`src/rtl/program_loader_pkg.sv`:
```
// Shared types for the program loader: FSM states, sticky error codes and
// the registered control-output bundle derived from the next state.
package program_loader_pkg;

  typedef enum logic [2:0] {
    ST_IDLE,
    ST_SETTLE,
    ST_RECV,
    ST_WRITE,
    ST_VERIFY,
    ST_RELEASE,
    ST_FAIL
  } state_e;

  localparam logic [1:0] ERR_NONE    = 2'b00;
  localparam logic [1:0] ERR_TIMEOUT = 2'b01;
  localparam logic [1:0] ERR_VERIFY  = 2'b10;

  localparam int SETTLE_CYCLES = 2;

  typedef struct packed {
    logic       s_ready;
    logic       ram_we;
    logic       cpu_hold;
    logic       cpu_rst;
    logic       busy;
    logic       done;
    logic [1:0] error;
  } ctl_t;

  // Every control output is a pure function of the state being entered, so
  // registering this value keeps all outputs glitch-free and in step with state.
  function automatic ctl_t ctl_for(state_e st, logic [1:0] err);
    ctl_t c;
    c          = '0;
    c.error    = err;
    c.s_ready  = (st == ST_RECV);
    c.ram_we   = (st == ST_WRITE);
    c.busy     = st inside {ST_SETTLE, ST_RECV, ST_WRITE, ST_VERIFY, ST_RELEASE};
    c.cpu_hold = c.busy | (st == ST_FAIL);
    c.cpu_rst  = (st == ST_RELEASE);
    c.done     = (st == ST_RELEASE);
    return c;
  endfunction

endpackage

```
`src/rtl/loader_timer.sv`:
```
// Idle-cycle counter for the receive phase; expired flags the last allowed
// cycle so the FSM can abort on the same edge.
module loader_timer #(
  parameter  int TIMEOUT = 1000000,
  localparam int TW      = $clog2(TIMEOUT + 1)
) (
  input  logic clk,
  input  logic rst_n,
  input  logic clr,
  input  logic en,
  output logic expired
);

  logic [TW-1:0] r_cnt;

  assign expired = (r_cnt == TW'(TIMEOUT - 1));

  always_ff @(posedge clk or negedge rst_n) begin
    if (!rst_n)              r_cnt <= '0;
    else if (clr)            r_cnt <= '0;
    else if (en && !expired) r_cnt <= r_cnt + 1'b1;
  end

endmodule

```
`src/rtl/program_loader.sv`:
```
// Boot-time program loader: streams WORDS bytes into RAM with read-back
// verify while holding the CPU, then releases it with a reset pulse.
module program_loader
  import program_loader_pkg::*;
#(
  parameter  int WORDS   = 16,
  parameter  int TIMEOUT = 1000000,
  localparam int AW      = $clog2(WORDS)
) (
  input  logic          clk,
  input  logic          rst_n,
  input  logic          start,
  input  logic          s_valid,
  input  logic [7:0]    s_data,
  output logic          s_ready,
  input  logic [7:0]    ram_rdata,
  output logic [AW-1:0] ram_addr,
  output logic [7:0]    ram_wdata,
  output logic          ram_we,
  output logic          cpu_hold,
  output logic          cpu_rst,
  output logic          busy,
  output logic          done,
  output logic [1:0]    error
);

  localparam int            SW        = $clog2(SETTLE_CYCLES + 1);
  localparam logic [AW-1:0] LAST_ADDR = AW'(WORDS - 1);

  state_e        r_state, w_state_nxt;
  ctl_t          r_ctl, w_ctl_nxt;
  logic [1:0]    w_err_nxt;
  logic [AW-1:0] r_cnt, w_cnt_nxt;
  logic [7:0]    r_wdata, w_wdata_nxt;
  logic [SW-1:0] r_settle, w_settle_nxt;
  logic          r_start, r_start_q;
  logic          w_start_rise, w_hs, w_expired, w_tmr_clr, w_tmr_en;

  // Start passes through one register before edge detection; the history
  // register resets low so a start held across reset release still counts.
  assign w_start_rise = r_start & ~r_start_q;
  assign w_hs         = r_ctl.s_ready & s_valid;
  assign w_tmr_clr    = (r_state != ST_RECV);
  assign w_tmr_en     = (r_state == ST_RECV) & ~w_hs;

  loader_timer #(.TIMEOUT(TIMEOUT)) u_timer (
    .clk    (clk),
    .rst_n  (rst_n),
    .clr    (w_tmr_clr),
    .en     (w_tmr_en),
    .expired(w_expired)
  );

  always_ff @(posedge clk or negedge rst_n) begin
    if (!rst_n) r_state <= ST_IDLE;
    else        r_state <= w_state_nxt;
  end

  always_comb begin
    w_state_nxt  = r_state;
    w_cnt_nxt    = r_cnt;
    w_wdata_nxt  = r_wdata;
    w_settle_nxt = r_settle;
    w_err_nxt    = r_ctl.error;
    case (r_state)
      ST_IDLE, ST_FAIL: begin
        if (w_start_rise) begin
          w_state_nxt  = ST_SETTLE;
          w_cnt_nxt    = '0;
          w_settle_nxt = '0;
          w_err_nxt    = ERR_NONE;
        end
      end
      ST_SETTLE: begin
        if (r_settle == SW'(SETTLE_CYCLES - 1)) w_state_nxt = ST_RECV;
        else                                    w_settle_nxt = r_settle + 1'b1;
      end
      ST_RECV: begin
        // A byte arriving in the expiry cycle is still accepted.
        if (w_hs) begin
          w_wdata_nxt = s_data;
          w_state_nxt = ST_WRITE;
        end else if (w_expired) begin
          w_state_nxt = ST_FAIL;
          w_err_nxt   = ERR_TIMEOUT;
        end
      end
      ST_WRITE: w_state_nxt = ST_VERIFY;
      ST_VERIFY: begin
        if (ram_rdata != r_wdata) begin
          w_state_nxt = ST_FAIL;
          w_err_nxt   = ERR_VERIFY;
        end else if (r_cnt == LAST_ADDR) begin
          w_state_nxt = ST_RELEASE;
        end else begin
          w_cnt_nxt   = r_cnt + 1'b1;
          w_state_nxt = ST_RECV;
        end
      end
      ST_RELEASE: w_state_nxt = ST_IDLE;
      default:    w_state_nxt = ST_IDLE;
    endcase
    w_ctl_nxt = ctl_for(w_state_nxt, w_err_nxt);
  end

  always_ff @(posedge clk or negedge rst_n) begin
    if (!rst_n) begin
      r_ctl     <= '0;
      r_cnt     <= '0;
      r_wdata   <= '0;
      r_settle  <= '0;
      r_start   <= 1'b0;
      r_start_q <= 1'b0;
    end else begin
      r_ctl     <= w_ctl_nxt;
      r_cnt     <= w_cnt_nxt;
      r_wdata   <= w_wdata_nxt;
      r_settle  <= w_settle_nxt;
      r_start   <= start;
      r_start_q <= r_start;
    end
  end

  assign s_ready   = r_ctl.s_ready;
  assign ram_we    = r_ctl.ram_we;
  assign cpu_hold  = r_ctl.cpu_hold;
  assign cpu_rst   = r_ctl.cpu_rst;
  assign busy      = r_ctl.busy;
  assign done      = r_ctl.done;
  assign error     = r_ctl.error;
  assign ram_addr  = r_cnt;
  assign ram_wdata = r_wdata;

endmodule

```
`config.mk`:
```
export PLATFORM = sky130hd
export DESIGN_NAME = program_loader
export DESIGN_NICKNAME = d
export VERILOG_FILES = /design/src/rtl/program_loader_pkg.sv /design/src/rtl/loader_timer.sv /design/src/rtl/program_loader.sv
export SDC_FILE = /design/constraint.sdc
export NUM_CORES = 1
export LEC_CHECK = 0
export ABC_AREA = 0
export BUFFER_PORTS_ARGS = -buffer_cell sky130_fd_sc_hd__buf_4
export CAP_MARGIN = 40
export CORE_AREA = 2 2 69 71
export DETAILED_ROUTE_END_ITERATION = 7
export DIE_AREA = 0 0 71 73
export PLACE_DENSITY = 0.77
export SLEW_MARGIN = 20
export SYNTH_ARGS = -nofsm -noshare
export SYNTH_HDL_FRONTEND = slang
export SYNTH_SLANG_ARGS = --single-unit
```
`constraint.sdc`:
```
create_clock -name clk -period 2.3 [get_ports clk]
set_input_delay 0 -clock clk [delete_from_list [all_inputs] [get_ports clk]]
set_output_delay 0 -clock clk [all_outputs]
set_load 0.01 [all_outputs]
```
Word-level counts from Yosys, hierarchy flattened
Index checks and enable logic that the tools add are counted.

Register bits after elaboration: 46. Input port bits: 20. Word-level logic and storage cells: 78.

$add $sub $neg: 3. Equality and inequality tests: 23. Multiplexer cells: 20. Bitwise logic cells: 6. Reduce and logical (&&, ||, !) cells: 13.

Operator list (count): two-way mux 20 bit (2); adder 20 x 1 -> 20 bit (second input constant) (1); equality test 20 bit (second input constant) (1); two-way mux 3 bit (6); equality test 3 bit (second input constant) (5); case mux 3 bit (5 select lines) (1); equality test 3 x 2 -> 1 bit (second input constant) (4); two-way mux 4 bit (3); != test 2 bit (second input constant) (6); two-way mux 2 bit (5); != test 8 bit (1); case mux 4 bit (2 select lines) (1); equality test 3 x 1 -> 1 bit (second input constant) (2); case mux 2 bit (3 select lines) (1); nonzero test 2 bit (3); AND reduction 5 bit (1); nonzero test 5 bit (1); adder 4 x 1 -> 4 bit (second input constant) (1); equality test 4 bit (second input constant) (1); case mux 2 bit (2 select lines) (1); AND reduction 4 bit (1); AND 1 bit (3); logical NOT 3 bit (1); != test 3 x 2 -> 1 bit (second input constant) (1); 11 further kinds (12).

Logic depth before layout (Yosys ltp)
Depth after elaboration: 7. Gate-level depth with buffers: 6. Depth with buffers taken out: 6.

Cells and area by module
From an unflattened synthesis, not the netlist that was laid out.

Cell total of the unflattened synthesis: 227. Area, all modules: 2361.0 sq um.

Modules (own cells, without submodules): program_loader (times used 1, cells an instance 114, area each 1262.5 sq um); loader_timer (times used 1, cells an instance 113, area each 1098.6 sq um).

Worst setup path before layout
No wires, ideal clock.

Kind: flip-flop to flip-flop. From: register r_wdata[7], in the netlist ram_wdata[7]. To: register r_cnt[3], in the netlist ram_addr[3]. Arrival: 1873 ps. Required time: 2174 ps. Slack: 300 ps. Stages on the path, launching flop included: 7. Path buffers: 1. Path through: dfrtp_1 -> xor2_1 -> nor4_2 -> nand2_2 -> or3_1 -> buf_2 -> a311o_1.

Longest elaborated chain between the ends: 3.

Ends and longest elaborated chain: from (decl) (line program_loader.sv:34) `logic [7:0] r_wdata, w_wdata_nxt;`; from (signal assigned) (line program_loader.sv:117) `r_wdata <= w_wdata_nxt;`; != test 8 bit (line program_loader.sv:90) `if (ram_rdata != r_wdata) begin`; != test 2 bit (no line); AND reduction 4 bit (no line); to (signal assigned) (line program_loader.sv:116) `r_cnt <= w_cnt_nxt;`; to (decl) (line program_loader.sv:33) `logic [AW-1:0] r_cnt, w_cnt_nxt;`.

No other way between the ends. A chain may end at the register's enable or synchronous reset.

Worst setup path after layout
From: register u_timer.r_cnt[7]. To: register u_timer.r_cnt[1].

Longest elaborated chain between the ends: 4.

Ends and longest elaborated chain: from (decl) (line loader_timer.sv:14) `logic [TW-1:0] r_cnt;`; from (signal assigned) (line loader_timer.sv:21) `else if (en && !expired) r_cnt <= r_cnt + 1'b1;`; equality test 20 bit (line loader_timer.sv:16) `assign expired = (r_cnt == TW'(TIMEOUT - 1));`; logical NOT 1 bit (line loader_timer.sv:21); logical AND 1 bit (line loader_timer.sv:21); nonzero test 2 bit (no line).

No other way between the ends.

==> impl_metrics.toml <==
[outcome]
status = "completed"

[logic_synthesis]
muxShareOfSynthArea_pct = 5.947
postSynthCellCount = 239
ys_ff_latch = 46
synth-compound-area-share_pct = 12.42
synth_nets = 262
synth_warnings = 0
ys_seq_area_share_pct = 47.99
synthAdderAreaFrac_pct = 1.982
yosys.area_share.simple_pct = 22.69
syn_area_sq_um = 2399
synth_top_family_by_area = "simple AND/OR/NAND/NOR gates"
yosysUniqueCellTypes = 51
synthXorXnorAreaFrac_pct = 6.573
async_reset_ff_share_pct = 100.0
synth_edf_count = 0
synth_area_per_cell_sq_um = 10.04
synth_ff_type = "dfrtp_1"

[sta]
clock_skew_ns = 0.005177
setup_tns_ns = 0
relSlewSlack_pct = 61.58
hold_violations = 0
worst_pin_slew_ns = 0.5763
fmax_mhz = 484.8
rsz0062_at_grt = "no"
finalSetupViolations = 0
period_share_pct = 89.69
finalCriticalPeriod_ns = 2.063
slew_violations = 0
worst_slack_ns = 0.2372

[detailed_routing]
post_drt_wl_per_cell_microns = 15.22
drt_iter0_drc = 151
wl_met2_mm = 2.476
wl_met3_microns = 366
routed.top_layer = "met4"
wirelength_met1_mm = 2.397
drc = 0
drtPass1Iterations = 4
drt-total-wl_mm = 5.282
vias = 2000
antenna_left = 0
viasPerCell = 5.764

[global_route]
grt_pass1_vias = 1949
antenna_found_initial = 0
overflow = 0
grt_max_degree = 47
grt_pass1_wl_mm = 9.011
grtUsageTotal_pct = 22.12

[die]
die_h_microns = 73
dieArea_sq_um = 5183
core_sq_um = 4536
start_util_pct = 52.88
io-pin-count = 40
rows = 25
die_w_microns = 71

[power_and_ir_drop]
p_leak_nw = 1.312
max-vdd-ir-drop_mv = 0.6159
power_density_nw_per_um2 = 879.3

[clocking]
cts-root-buf = "clkbuf_8"
cts.sinks = 46
cts.clk_slew.worst_paths_ns = 0.08
clockBufferDepth = 2
clock_latency_ns = 0.29
cts_buffers = 5
cts-htree-levels = 2
cts_setup_buffers = 0
cts_tree = "built"

[cells_and_area]
nets = 315
area_growth_pct = 22.95
drive_gt1_share_pct = 23.55
final_cell_area_sq_um = 2949
antenna_cells = 0

[worst_setup_path]
crit_path_end_kind = "flip-flop"
path_class = "reg2reg"
startpoint_type = "flip-flop"
worstPathMaxFanout = 10
critPathRequiredTime_ns = 2.47
r2r_setup_slack_ns = 0.24
critical_path_arrival_ns = 2.23

[place]
gp_congestion = 0.8636
placed_cell_area_sq_um = 2758
hpwl_mm = 3.659
pre_cts_ws_ns = 0.2475
portBuffers = 39

[flow_run]
maxCapViolations = 0

[hold_path]
min_path_type = "in2reg"
through the flow:
| stage | utilization [%] | hold slack, ns | power (W) | std cells |
|---|---|---|---|---|
| after floorplan | - | -0.2956 | 0.001713 | 239 |
| after global placement | 60.80 | 0.04138 | 0.002072 | 329 |
| after detailed placement | 60.80 | 0.04382 | 0.002094 | 329 |
| after CTS | 65.02 | 0.2396 | 0.002610 | 347 |
| after global routing | 65.02 | 0.2723 | 0.002772 | 347 |
| final | 65.02 | 0.2368 | 0.002593 | 347 |
sequential cells by signal (all words and copies together) (netlist names):
register / count
busy: 1
cpu_hold: 1
done: 1
error: 2
r_settle: 2
r_start: 1
r_start_q: 1
r_state: 3
ram_addr: 4
ram_wdata: 8
ram_we: 1
s_ready: 1
u_timer.r_cnt: 20
timing repair:
action	4_1_cts	5_1_grt
hold endpoints to repair	55	0
hold buffers	10	0
gates resized for setup	0	0
setup endpoints to repair	0	0
kinds of logic (layout without fill, tap and decap cells):
logic type                 Yosys count  after routing
and+or+nand+nor                    101            101
AOI/OAI and AO/OA                   44             44
muxes                               13             13
adders and majority gates            4              4
DFF                                 46             46
xor gates and xnor gates            18             18
buffers and inverters               13             67
path summary, 6_finish.rpt:
path,cells past startpoint,start,endpoint
setup / recovery,5,u_timer.r_cnt[7],u_timer.r_cnt[1]
hold / removal,5,ram_rdata[2],done
setup reg to reg,5,u_timer.r_cnt[7],u_timer.r_cnt[1]
hold reg to reg,0,r_start,r_start_q
max in group asynchronous,2,rst_n,s_ready
min in group asynchronous,2,rst_n,ram_addr[1]
worst max-delay path, stage by stage (launching register included):
cell and delay, ns:
dfrtp_1 0.43, nor4b_1 0.43, nand4_2 0.33, o21ai_2 0.46, mux2i_1 0.24, nor2_1 0.06
synth_stat cells, types with 2 or more instances:
library cell	n	area, sq um
or3_1	9	56.30
nor4b_1	3	26.28
and4_1	2	17.52
dfrtp_1	46	1151
mux2i_1	3	30.03
xor2_1	12	105.1
o2111ai_1	2	17.52
a21oi_1	10	50.05
nor2_1	23	86.33
o211ai_1	2	15.01
ha_1	3	37.54
o41ai_1	2	17.52
nor4_2	2	25.02
nand2b_1	3	18.77
nand3_1	13	65.06
buf_4	2	15.01
nor3_1	6	30.03
xnor2_1	6	52.55
o21ai_0	7	35.03
nand4_1	3	18.77
and3_1	4	25.02
o21a_1	3	22.52
nor4_1	4	25.02
o21ai_1	2	10.01
nand2_1	18	67.56
clkbuf_1	5	18.77
o31ai_1	2	15.01
mux2_2	10	112.6
inv_1	5	18.77
a31oi_1	4	25.02
and2_1	3	18.77
placed cells by master (no fill, tap or decap), types with 2 or more instances in the layout:
| cell type | n |
|---|---|
| dfrtp_1 | 46 |
| buf_4 | 44 |
| nor2_1 | 23 |
| nand2_1 | 18 |
| nand3_1 | 13 |
| xor2_1 | 12 |
| a21oi_1 | 10 |
| mux2_2 | 10 |
| dlygate4sd3_1 | 10 |
| or3_1 | 9 |
| o21ai_0 | 7 |
| nor3_1 | 6 |
| xnor2_1 | 6 |
| clkbuf_8 | 6 |
| inv_1 | 5 |
| nor4_1 | 4 |
| a31oi_1 | 4 |
| and3_1 | 4 |
| nand2b_1 | 3 |
| and2_1 | 3 |
| nor4b_1 | 3 |
| o21a_1 | 3 |
| nand4_1 | 3 |
| mux2i_1 | 3 |
| ha_1 | 3 |
| and4_1 | 2 |
| nor4_2 | 2 |
| o41ai_1 | 2 |
| o211ai_1 | 2 |
| o21ai_1 | 2 |
| o31ai_1 | 2 |
| o2111ai_1 | 2 |
report_power, final:
group | switching, W | internal [W]
sequential | 0.000131 | 0.000968
clock | 0.000256 | 0.000243
combinational | 0.000528 | 0.000468
final cells by class:
| type | count | area (sq um) |
|---|---|---|
| fill | 367 | 1587 |
| multi-input combinational | 180 | 1190 |
| sequential | 46 | 1151 |
| timing repair buffer | 54 | 430.4 |
| clock buffer | 7 | 86.33 |
| tap | 54 | 67.56 |
| inverter | 5 | 18.77 |
| clock inverter | 1 | 5.005 |
metal layers:
metal  up-vias  track usage [%]
met5         -                0
met4         0            5.241
met3         5            5.939
met2        77            34.89
met1       946            30.74
li1        972                -
Note: power is estimated with default switching activity, not from simulation.
